`config.mk`:
```
export PLATFORM = sky130hd
export DESIGN_NAME = i2s_audio_tx_flat
export DESIGN_NICKNAME = d
export VERILOG_FILES = /design/src/rtl/i2s_audio_tx_if.sv /design/src/rtl/i2s_audio_tx.sv /design/src/flat_wrapper.sv
export SDC_FILE = /design/constraint.sdc
export NUM_CORES = 1
export LEC_CHECK = 0
export CORE_ASPECT_RATIO = 1.4
export CORE_UTILIZATION = 30
export DETAILED_ROUTE_END_ITERATION = 10
export GPL_TIMING_DRIVEN = 0
export PLACE_DENSITY = 0.49
export SKIP_CTS_REPAIR_TIMING = 1
export SLEW_MARGIN = 5
export SYNTH_ARGS = -nofsm -noshare
export SYNTH_HDL_FRONTEND = slang
export SYNTH_SLANG_ARGS = --single-unit
```
`constraint.sdc`:
```
create_clock -name clk -period 2.8 [get_ports clk]
set_input_delay 0.42 -clock clk [delete_from_list [all_inputs] [get_ports clk]]
set_output_delay 0.42 -clock clk [all_outputs]
set_load 0.02 [all_outputs]
```
`src/rtl/i2s_audio_tx_if.sv`:
```
// Frame handshake between the audio mixer and the I2S transmitter.
// The mixer drives the stereo pair and valid; the transmitter returns ready.
interface i2s_audio_tx_if #(
  parameter int SAMPLE_W = 16
);
  logic [SAMPLE_W-1:0] sample_l;
  logic [SAMPLE_W-1:0] sample_r;
  logic                sample_valid;
  logic                sample_ready;

  modport master (output sample_l, output sample_r, output sample_valid, input sample_ready);
  modport slave  (input sample_l, input sample_r, input sample_valid, output sample_ready);
endinterface

```
`src/rtl/i2s_audio_tx.sv`:
```
// Serial audio transmitter: one-frame holding register, BCK divider and a frame
// shifter emitting I2S, left- or right-justified data; repeats the last frame on underrun.
module i2s_audio_tx #(
  parameter int SAMPLE_W = 16,
  parameter int SLOT_W   = 16,
  parameter int BCK_DIV  = 8
) (
  input  logic          clk,
  input  logic          reset_n,
  input  logic [1:0]    mode,
  i2s_audio_tx_if.slave s_if,
  output logic          I2S_BCK,
  output logic          I2S_LRCK,
  output logic          I2S_DATA,
  output logic          frame_start,
  output logic          underrun
);
  localparam int IDX_W = $clog2(2 * SLOT_W);
  localparam int CNT_W = (BCK_DIV > 1) ? $clog2(BCK_DIV) : 1;
  localparam logic [IDX_W-1:0] LAST_IDX = IDX_W'(2 * SLOT_W - 1);
  localparam logic [CNT_W-1:0] CNT_MAX  = CNT_W'(BCK_DIV - 1);
  localparam int PAD = SLOT_W - SAMPLE_W;

  typedef enum logic [1:0] {FMT_I2S = 2'd0, FMT_LJ = 2'd1, FMT_RJ = 2'd2} fmt_e;

  logic [CNT_W-1:0]    cnt_q, cnt_d;
  logic                bck_q, bck_d;
  logic [IDX_W-1:0]    idx_q, idx_d;
  logic                lrck_q, lrck_d;
  logic                data_q, data_d;
  logic                ready_q, ready_d;
  logic                fs_q, fs_d;
  logic                ur_q, ur_d;
  logic                hold_full_q, hold_full_d;
  logic [SAMPLE_W-1:0] hold_l_q, hold_l_d, hold_r_q, hold_r_d;
  logic [SAMPLE_W-1:0] last_l_q, last_l_d, last_r_q, last_r_d;
  logic [SAMPLE_W-1:0] shift_l_q, shift_l_d, shift_r_q, shift_r_d;
  fmt_e                fmt_q, fmt_d;

  logic                tick, load, accept, right_ch;
  int                  idx_i, pos_i;
  logic [SAMPLE_W-1:0] word, shifted;

  always_comb begin
    cnt_d       = cnt_q + 1'b1;
    bck_d       = bck_q;
    idx_d       = idx_q;
    lrck_d      = lrck_q;
    data_d      = data_q;
    fs_d        = 1'b0;
    ur_d        = 1'b0;
    hold_full_d = hold_full_q;
    hold_l_d    = hold_l_q;
    hold_r_d    = hold_r_q;
    last_l_d    = last_l_q;
    last_r_d    = last_r_q;
    shift_l_d   = shift_l_q;
    shift_r_d   = shift_r_q;
    fmt_d       = fmt_q;
    tick        = 1'b0;
    load        = 1'b0;
    accept      = s_if.sample_valid & ready_q;
    right_ch    = 1'b0;
    idx_i       = 0;
    pos_i       = 0;
    word        = '0;
    shifted     = '0;

    // A bit tick is the falling BCK toggle; everything serial moves on it.
    if (cnt_q == CNT_MAX) begin
      cnt_d = '0;
      bck_d = ~bck_q;
      tick  = bck_q;
    end
    if (tick) begin
      idx_d = (idx_q == LAST_IDX) ? '0 : idx_q + 1'b1;
      load  = (idx_d == '0);
    end

    if (load) begin
      fs_d  = 1'b1;
      ur_d  = ~hold_full_q;
      fmt_d = (mode == 2'd3) ? FMT_I2S : fmt_e'(mode);
      if (hold_full_q) begin
        shift_l_d   = hold_l_q;
        shift_r_d   = hold_r_q;
        last_l_d    = hold_l_q;
        last_r_d    = hold_r_q;
        hold_full_d = 1'b0;
      end else begin
        shift_l_d = last_l_q;
        shift_r_d = last_r_q;
      end
    end

    // Acceptance is applied after the load so a same-cycle load sees the old holding state.
    if (accept) begin
      hold_l_d    = s_if.sample_l;
      hold_r_d    = s_if.sample_r;
      hold_full_d = 1'b1;
    end

    if (tick) begin
      idx_i    = int'(idx_d);
      right_ch = (idx_i >= SLOT_W);
      pos_i    = right_ch ? idx_i - SLOT_W : idx_i;
      word     = right_ch ? shift_r_d : shift_l_d;
      if (fmt_d == FMT_RJ && pos_i < PAD) begin
        data_d = word[SAMPLE_W-1];
      end else if (fmt_d == FMT_RJ) begin
        shifted = word >> (SLOT_W - 1 - pos_i);
        data_d  = shifted[0];
      end else if (pos_i < SAMPLE_W) begin
        shifted = word >> (SAMPLE_W - 1 - pos_i);
        data_d  = shifted[0];
      end else begin
        data_d = 1'b0;
      end
      // I2S word select switches one bit ahead of the slot it names.
      lrck_d = (fmt_d == FMT_I2S) ? (idx_i >= SLOT_W - 1 && idx_i <= 2 * SLOT_W - 2) : right_ch;
    end

    ready_d = ~hold_full_d;
  end

  always_ff @(posedge clk) begin
    if (!reset_n) begin
      cnt_q       <= '0;
      bck_q       <= 1'b0;
      idx_q       <= LAST_IDX;
      lrck_q      <= 1'b0;
      data_q      <= 1'b0;
      ready_q     <= 1'b0;
      fs_q        <= 1'b0;
      ur_q        <= 1'b0;
      hold_full_q <= 1'b0;
      hold_l_q    <= '0;
      hold_r_q    <= '0;
      last_l_q    <= '0;
      last_r_q    <= '0;
      shift_l_q   <= '0;
      shift_r_q   <= '0;
      fmt_q       <= FMT_I2S;
    end else begin
      cnt_q       <= cnt_d;
      bck_q       <= bck_d;
      idx_q       <= idx_d;
      lrck_q      <= lrck_d;
      data_q      <= data_d;
      ready_q     <= ready_d;
      fs_q        <= fs_d;
      ur_q        <= ur_d;
      hold_full_q <= hold_full_d;
      hold_l_q    <= hold_l_d;
      hold_r_q    <= hold_r_d;
      last_l_q    <= last_l_d;
      last_r_q    <= last_r_d;
      shift_l_q   <= shift_l_d;
      shift_r_q   <= shift_r_d;
      fmt_q       <= fmt_d;
    end
  end

  assign s_if.sample_ready = ready_q;
  assign I2S_BCK           = bck_q;
  assign I2S_LRCK          = lrck_q;
  assign I2S_DATA          = data_q;
  assign frame_start       = fs_q;
  assign underrun          = ur_q;
endmodule
```
`src/flat_wrapper.sv`:
```
// flat-port wrapper written by rule: the top's interface ports become plain ports
module i2s_audio_tx_flat 
#(
  parameter int SAMPLE_W = 16,
  parameter int SLOT_W   = 16,
  parameter int BCK_DIV  = 8
)
  (clk, reset_n, mode, I2S_BCK, I2S_LRCK, I2S_DATA, frame_start, underrun, s_if_sample_l, s_if_sample_r, s_if_sample_valid, s_if_sample_ready);
  i2s_audio_tx_if #(.SAMPLE_W(SAMPLE_W)) s_if_i ();
  input  logic clk;
  input  logic reset_n;
  input  logic [1:0] mode;
  output logic I2S_BCK;
  output logic I2S_LRCK;
  output logic I2S_DATA;
  output logic frame_start;
  output logic underrun;
  input wire logic [$bits(s_if_i.sample_l)-1:0] s_if_sample_l;
  input wire logic [$bits(s_if_i.sample_r)-1:0] s_if_sample_r;
  input wire logic [$bits(s_if_i.sample_valid)-1:0] s_if_sample_valid;
  output wire logic [$bits(s_if_i.sample_ready)-1:0] s_if_sample_ready;
  assign s_if_i.sample_l = s_if_sample_l;
  assign s_if_i.sample_r = s_if_sample_r;
  assign s_if_i.sample_valid = s_if_sample_valid;
  assign s_if_sample_ready = s_if_i.sample_ready;
  i2s_audio_tx #(.SAMPLE_W(SAMPLE_W), .SLOT_W(SLOT_W), .BCK_DIV(BCK_DIV)) u_core (.clk(clk), .reset_n(reset_n), .mode(mode), .s_if(s_if_i), .I2S_BCK(I2S_BCK), .I2S_LRCK(I2S_LRCK), .I2S_DATA(I2S_DATA), .frame_start(frame_start), .underrun(underrun));
endmodule
```
======== Yosys cells after proc, flatten, opt, wreduce, memory -nomap -nowiden ========
Index checks and enable logic that the tools add are counted.
operators by class
  $lt $le $gt $ge ......................... 5
  reduce and logical (&&, ||, !) cells .... 6
  equal/unequal tests ..................... 4
  bitwise logic cells ..................... 5
  shifts and indexed selects .............. 1
  add/subtract/negate cells ............... 4
  muxes and demuxes ....................... 19
operators by type and width
  operator                                                            count
  2-to-1 mux 16 bit                                                   5
  < comparator 32 x 1 -> 1 bit (second input constant)                1
  < comparator 32 x 6 -> 1 bit (second input constant)                1
  2-to-1 mux 32 bit                                                   1
  >> shifter 16 x 32 -> 1 bit                                         1
  subtractor 5 x 32 -> 32 bit (first input constant)                  1
  2-to-1 mux 5 bit                                                    2
  2-to-1 mux 1 bit                                                    9
  subtractor 5 x 5 -> 6 bit (second input constant)                   1
  adder 5 x 1 -> 5 bit (second input constant)                        1
  == test 5 bit (second input constant)                               1
  greater-or-equal comparator 5 x 4 -> 1 bit (second input constant)  1
  greater-or-equal comparator 5 bit (second input constant)           1
  less-or-equal comparator 5 bit (second input constant)              1
  zero test 5 bit                                                     1
  == test 2 bit (second input constant)                               2
  2-to-1 mux 2 bit                                                    2
  NOT 1 bit                                                           4
  adder 3 x 1 -> 3 bit (second input constant)                        1
  == test 3 bit (second input constant)                               1
  logical AND 1 bit                                                   2
  zero test 2 bit                                                     1
  AND reduction 2 bit                                                 1
  OR reduction 2 bit                                                  1
  AND 1 bit                                                           1
storage, ports and cells
  input bits .............................. 37
  output and inout port bits .............. 6
  logic and storage cells ................. 60
  register bits ........................... 113

======== Logic depth before layout (Yosys ltp) ========
  word-level depth ........................ 10
  mapped depth ............................ 12
  depth with buffers taken out ............ 10

======== Worst setup path before layout ========
OpenSTA, ideal clock, no wires.
  kind .................................... reg-to-reg
  start point ............................. register u_core.idx_q[1]
  end point ............................... register u_core.data_q, in the netlist u_core.I2S_DATA
  library setup time ...................... 0.129 ns
  arrival ................................. 2.495 ns
  stages on the path, launching flop included .. 12
  path buffers ............................ 2
  required time ........................... 2.671 ns
  slack ................................... 0.176 ns
  clock period less this slack ............ 2.624 ns
  path through ............................ dfxtp_1 > ha_1 > and3_1 > ha_1 > clkbuf_8 > and4bb_2 > a21o_1 > clkbuf_1 > o21ai_0 > a311o_1 > o41ai_1 > a21oi_1
between the ends
  word-level cells in the longest chain between the ends .. 10
  elaborated cells on any way between the ends .. 22
  classes of those cells .................. add/sub (3); order compare (3); eq/ne (2); shift (1); mux (11); reduce/logical (2)
ends and longest elaborated chain
  what                                                                     RTL line                                                       source
  start: declaration                                                       i2s_audio_tx.sv:28                                             logic [IDX_W-1:0] idx_q, idx_d;
  start signal: assignment                                                 i2s_audio_tx.sv:147                                            idx_q <= idx_d;
  adder 5 x 1 -> 5 bit / == test 5 bit (equally long branches)             i2s_audio_tx.sv:76                                             idx_d = (idx_q == LAST_IDX) ? '0 : idx_q + 1'b1;
  2-to-1 mux 5 bit                                                         i2s_audio_tx.sv:76
  2-to-1 mux 5 bit / zero test 5 bit (equally long branches)               i2s_audio_tx.sv:75, i2s_audio_tx.sv:77
  subtractor 5 x 5 -> 6 bit, or another cell as far along                  i2s_audio_tx.sv:106                                            pos_i = right_ch ? idx_i - SLOT_W : idx_i;
  2-to-1 mux 32 bit / 2-to-1 mux 16 bit (equally long branches)            i2s_audio_tx.sv:106, i2s_audio_tx.sv:80
  subtractor 5 x 32 -> 32 bit / 2-to-1 mux 16 bit (equally long branches)  i2s_audio_tx.sv:111, i2s_audio_tx.sv:114, i2s_audio_tx.sv:107
  >> shifter 16 x 32 -> 1 bit                                              i2s_audio_tx.sv:111, i2s_audio_tx.sv:114
  2-to-1 mux 1 bit                                                         i2s_audio_tx.sv:113                                            end else if (pos_i < SAMPLE_W) begin
  2-to-1 mux 1 bit                                                         i2s_audio_tx.sv:110                                            end else if (fmt_d == FMT_RJ) begin
  2-to-1 mux 1 bit (*)                                                     i2s_audio_tx.sv:108                                            if (fmt_d == FMT_RJ && pos_i < PAD) begin
  end signal: assignment                                                   i2s_audio_tx.sv:149                                            data_q <= data_d;
  end: declaration                                                         i2s_audio_tx.sv:30                                             logic data_q, data_d;
Mark *: on every way between the ends. The rest lies on a longest branch, timed or not.
A chain may end at the register's enable or synchronous reset.

======== Final worst setup path ========
Ends and elaborated chain as after synthesis.

==> impl_metrics.csv <==
group,metric,value,unit
setup_path,crit_family,"compound AO/OA/AOI/OAI gates",
die,fp-row-count,56,
routing,vias,4245,
setup_path,reg2reg_slack,0.13,ns
placed_design,placed_cells,831,
routing,drtIter0Drc,149,
timing,period_needed,2.667,ns
timing,timing.slew.headroom,49.06,%
setup_path,r2r_start,"u_core.idx_q[1]",
yosys,ys_types,62,
yosys,synth_compound_area_share,21.40,%
yosys,synthMuxAreaShare,7.524,%
hold_path,hold_path_startpoint,"u_core.cnt_q[0]",
grt,grt_max_degree,17,
power_and_ir_drop,finalPower,0.004104,W
yosys,ys_ff_latch,113,
placed_design,dpl-instance-area,0.005803,mm^2
yosys,synth.area.top_cells,"dfxtp_1, nand2_1, a21boi_0",
grt,grt_antenna_before_repair,0,
yosys,ys.warnings.count,0,
setup_path,cpPeakStageDelay,0.38,ns
die,initial_utilization,30.69,%
layout,layout_common_cells,"nand2_1, dfxtp_1, a21boi_0",
setup_path,path_cells,"ha_4 > and3_1 > ha_2 > mux2_4 > a221oi_2 > o211ai_1 > a311o_1 > o41ai_2 > a21oi_1",
yosys,synthXorXnorAreaFrac,0.6818,%
timing,maxSlewViolCount,0,
yosys,synthArstFlopShare,0,%
setup_path,startpoint_type,"flip-flop",
placed_design,pre_cts_ws,-0.2361,ns
layout,fin_cells,863,
routing,drtPass1Iterations,5,
yosys,syn-cell-area,0.005139,mm^2
yosys,synthSimpleGateAreaFrac,20.33,%
die,dieArea,0.01766,mm^2
yosys,synth_top_area_cell,"dfxtp_1",
timing,hold_viol,0,
timing,tns,0,ns
grt,grt_pass1_vias,4240,
die,dieWidth,112.6,um
timing,fin_ws,0.1335,ns
clocking,path_clk_slew,0.05,ns
layout,final_layout_size_suffix_gt1_share,13.48,%
grt,grt_overflow,0,
yosys,synth_cells,587,
yosys,synth_edf_count,0,
die,fp.dieH,156.9,um
clocking,cts_sinks,113,
setup_path,crit_slowest_cell,"a311o_1",
clocking,htree_levels,4,
yosys,netlist.area_leader.share,44.02,%
placed_design,routabilityCongestion,0.8894,
setup_path,crit_type,"flip-flop to flip-flop",
clocking,insertion_delay,0.41,ns
setup_path,worst_ep_required_time,3.09,ns
power_and_ir_drop,pwr_density_cell,632.2,mW/mm^2
setup_path,worstSetupEndpointType,"flip-flop",
timing,finClkSkew,0.009815,ns
setup_path,r2r_cells,9,
routing,route.detailed.drc,0,
outcome,status,"finished clean",
routing,vias_per_cell,4.919,
timing,rsz0062_at_grt,"false",
setup_path,worstSetupStartpoint,"u_core.idx_q[1]",
setup_path,crit_cells,9,
layout,fin_area,0.006492,mm^2
yosys,synthAdderAreaFrac,0.9739,%
routing,wire_per_inst,16.24,um
layout,mostFrequentLayoutCell,"nand2_1",
timing,finalCritPeriodShare,95.23,%
clocking,cts-root-buf,"clkbuf_16",
power_and_ir_drop,p_leak,2.554,nW
layout,syn_to_final_growth,26.35,%
grt,grt_use_total,16.93,%
yosys,yosysSeqAreaShare,44.02,%
die,core,0.01675,mm^2
clocking,clk_path_buf_depth,2,
power_and_ir_drop,peakVddDrop,0.0002737,V
setup_path,arrival,2.95,ns
timing,tightestPinTransition,0.7641,ns
placed_design,dpl.hpwl,10750,um
hold_path,whs_path_depth,1,
yosys,syn-num-nets,628,
yosys,synth_top_family_by_area,"compound AO/OA/AOI/OAI gates",
yosys,ys_dominant_reg_cell,"dfxtp_1",
clocking,cts_tree,"yes",
timing,finalSetupViolations,0,
routing,wl,14010,um
yosys,syn_area_per_cell,8.754,um^2
routing,ant_nets,0,
die,ioPinCount,43,
setup_path,cp_num_buf_inv,0,
layout,antenna_cells,0,
grt,grt_pass1_wl,22590,um
job,max-cap-violations,0,
setup_path,critPathMaxFanout,8,
placed_design,portBuffers,41,
timing,fmax,375.0,MHz
hold_path,worstHoldPathType,"flip-flop to flip-flop",
clocking,cts_made_buffers,17,
layout,nNetsFinal,688,
[path summary, 6_finish.rpt]
kind                                        end
worst min register to register  u_core.cnt_q[0]
worst max-delay path            u_core.I2S_DATA
worst min-delay path            u_core.cnt_q[0]
worst max register to register  u_core.I2S_DATA
[layer usage]
| metal | global-route usage, % | vias up | part of all wire (%) |
|---|---|---|---|
| met5 | 0 | - | 0 |
| met4 | 6.032 | 0 | 1.2 |
| met3 | 3.253 | 8 | 2.3 |
| met2 | 31.48 | 62 | 53 |
| met1 | 19.05 | 2024 | 43 |
| li1 | - | 2151 | - |
[metrics by stage]
stage	hold WS (ns)	utilization (%)
3_5_place_dp	0.4382	34.65
6_report	0.4380	38.77
4_1_cts	0.4455	38.38
3_3_place_gp	0.4115	34.65
5_1_grt	0.4564	38.77
2_1_floorplan	0.4033	-
[final cells by class]
class | count | area (um^2)
clock inverter | 11 | 153.9
clock buffer | 21 | 470.5
multi-input combinational | 426 | 2669
timing repair buffer | 41 | 410.4
buffer | 45 | 257.7
tap | 203 | 254.0
inverter | 3 | 11.26
fill | 1718 | 10250
sequential | 113 | 2266
[worst reg2reg max path: cells and delay by family (launching register included)]
family	cells	cell delay (ns)
and+or+nand+nor	1	0.18
adders and majority gates	2	0.51
AOI/OAI and AO/OA	5	1.15
muxes	1	0.33
DFF	1	0.37
[kinds of logic (layout without fill, tap and decap cells)]
logic type      after synthesis  after routing
simple gates                244            244
fa+ha+maj                     4              4
mux                          37             37
compound gates              137            137
xor+xnor                      4              4
flops                       113            113
buf+inv                      48            121
[Yosys cell counts, drive strengths merged, types with 4 or more instances]
cell type  number
a21boi         65
a31oi           5
ha              4
mux2           10
o211a          23
buf            25
nand2         181
clkbuf         20
a21oi           9
o21ai           6
a211oi          4
nand3           5
mux2i          27
nor2           26
dfxtp         113
and2            6
[state kept, by name, indices dropped and copies added, names as in the netlist]
signal,count
u_core.I2S_BCK,1
u_core.cnt_q,3
u_core.I2S_DATA,1
u_core.fmt_q,2
u_core.frame_start,1
u_core.shift_l_q,16
u_core.idx_q,5
u_core.last_l_q,16
u_core.underrun,1
u_core.shift_r_q,16
u_core.hold_l_q,16
u_core.last_r_q,16
u_core.hold_r_q,16
u_core.hold_full_q,1
u_core.I2S_LRCK,1
u_core.s_if.sample_ready,1
[report_power, final]
group | leakage [nW] | internal [W] | switching, W | total (W)
Combinational | 1.34 | 0.000101 | 0.0000980 | 0.000199
Clock | 0.300 | 0.00148 | 0.000773 | 0.00225
Sequential | 0.914 | 0.00164 | 0.0000204 | 0.00166
No activity file was read; power rests on OpenSTA's default activity.
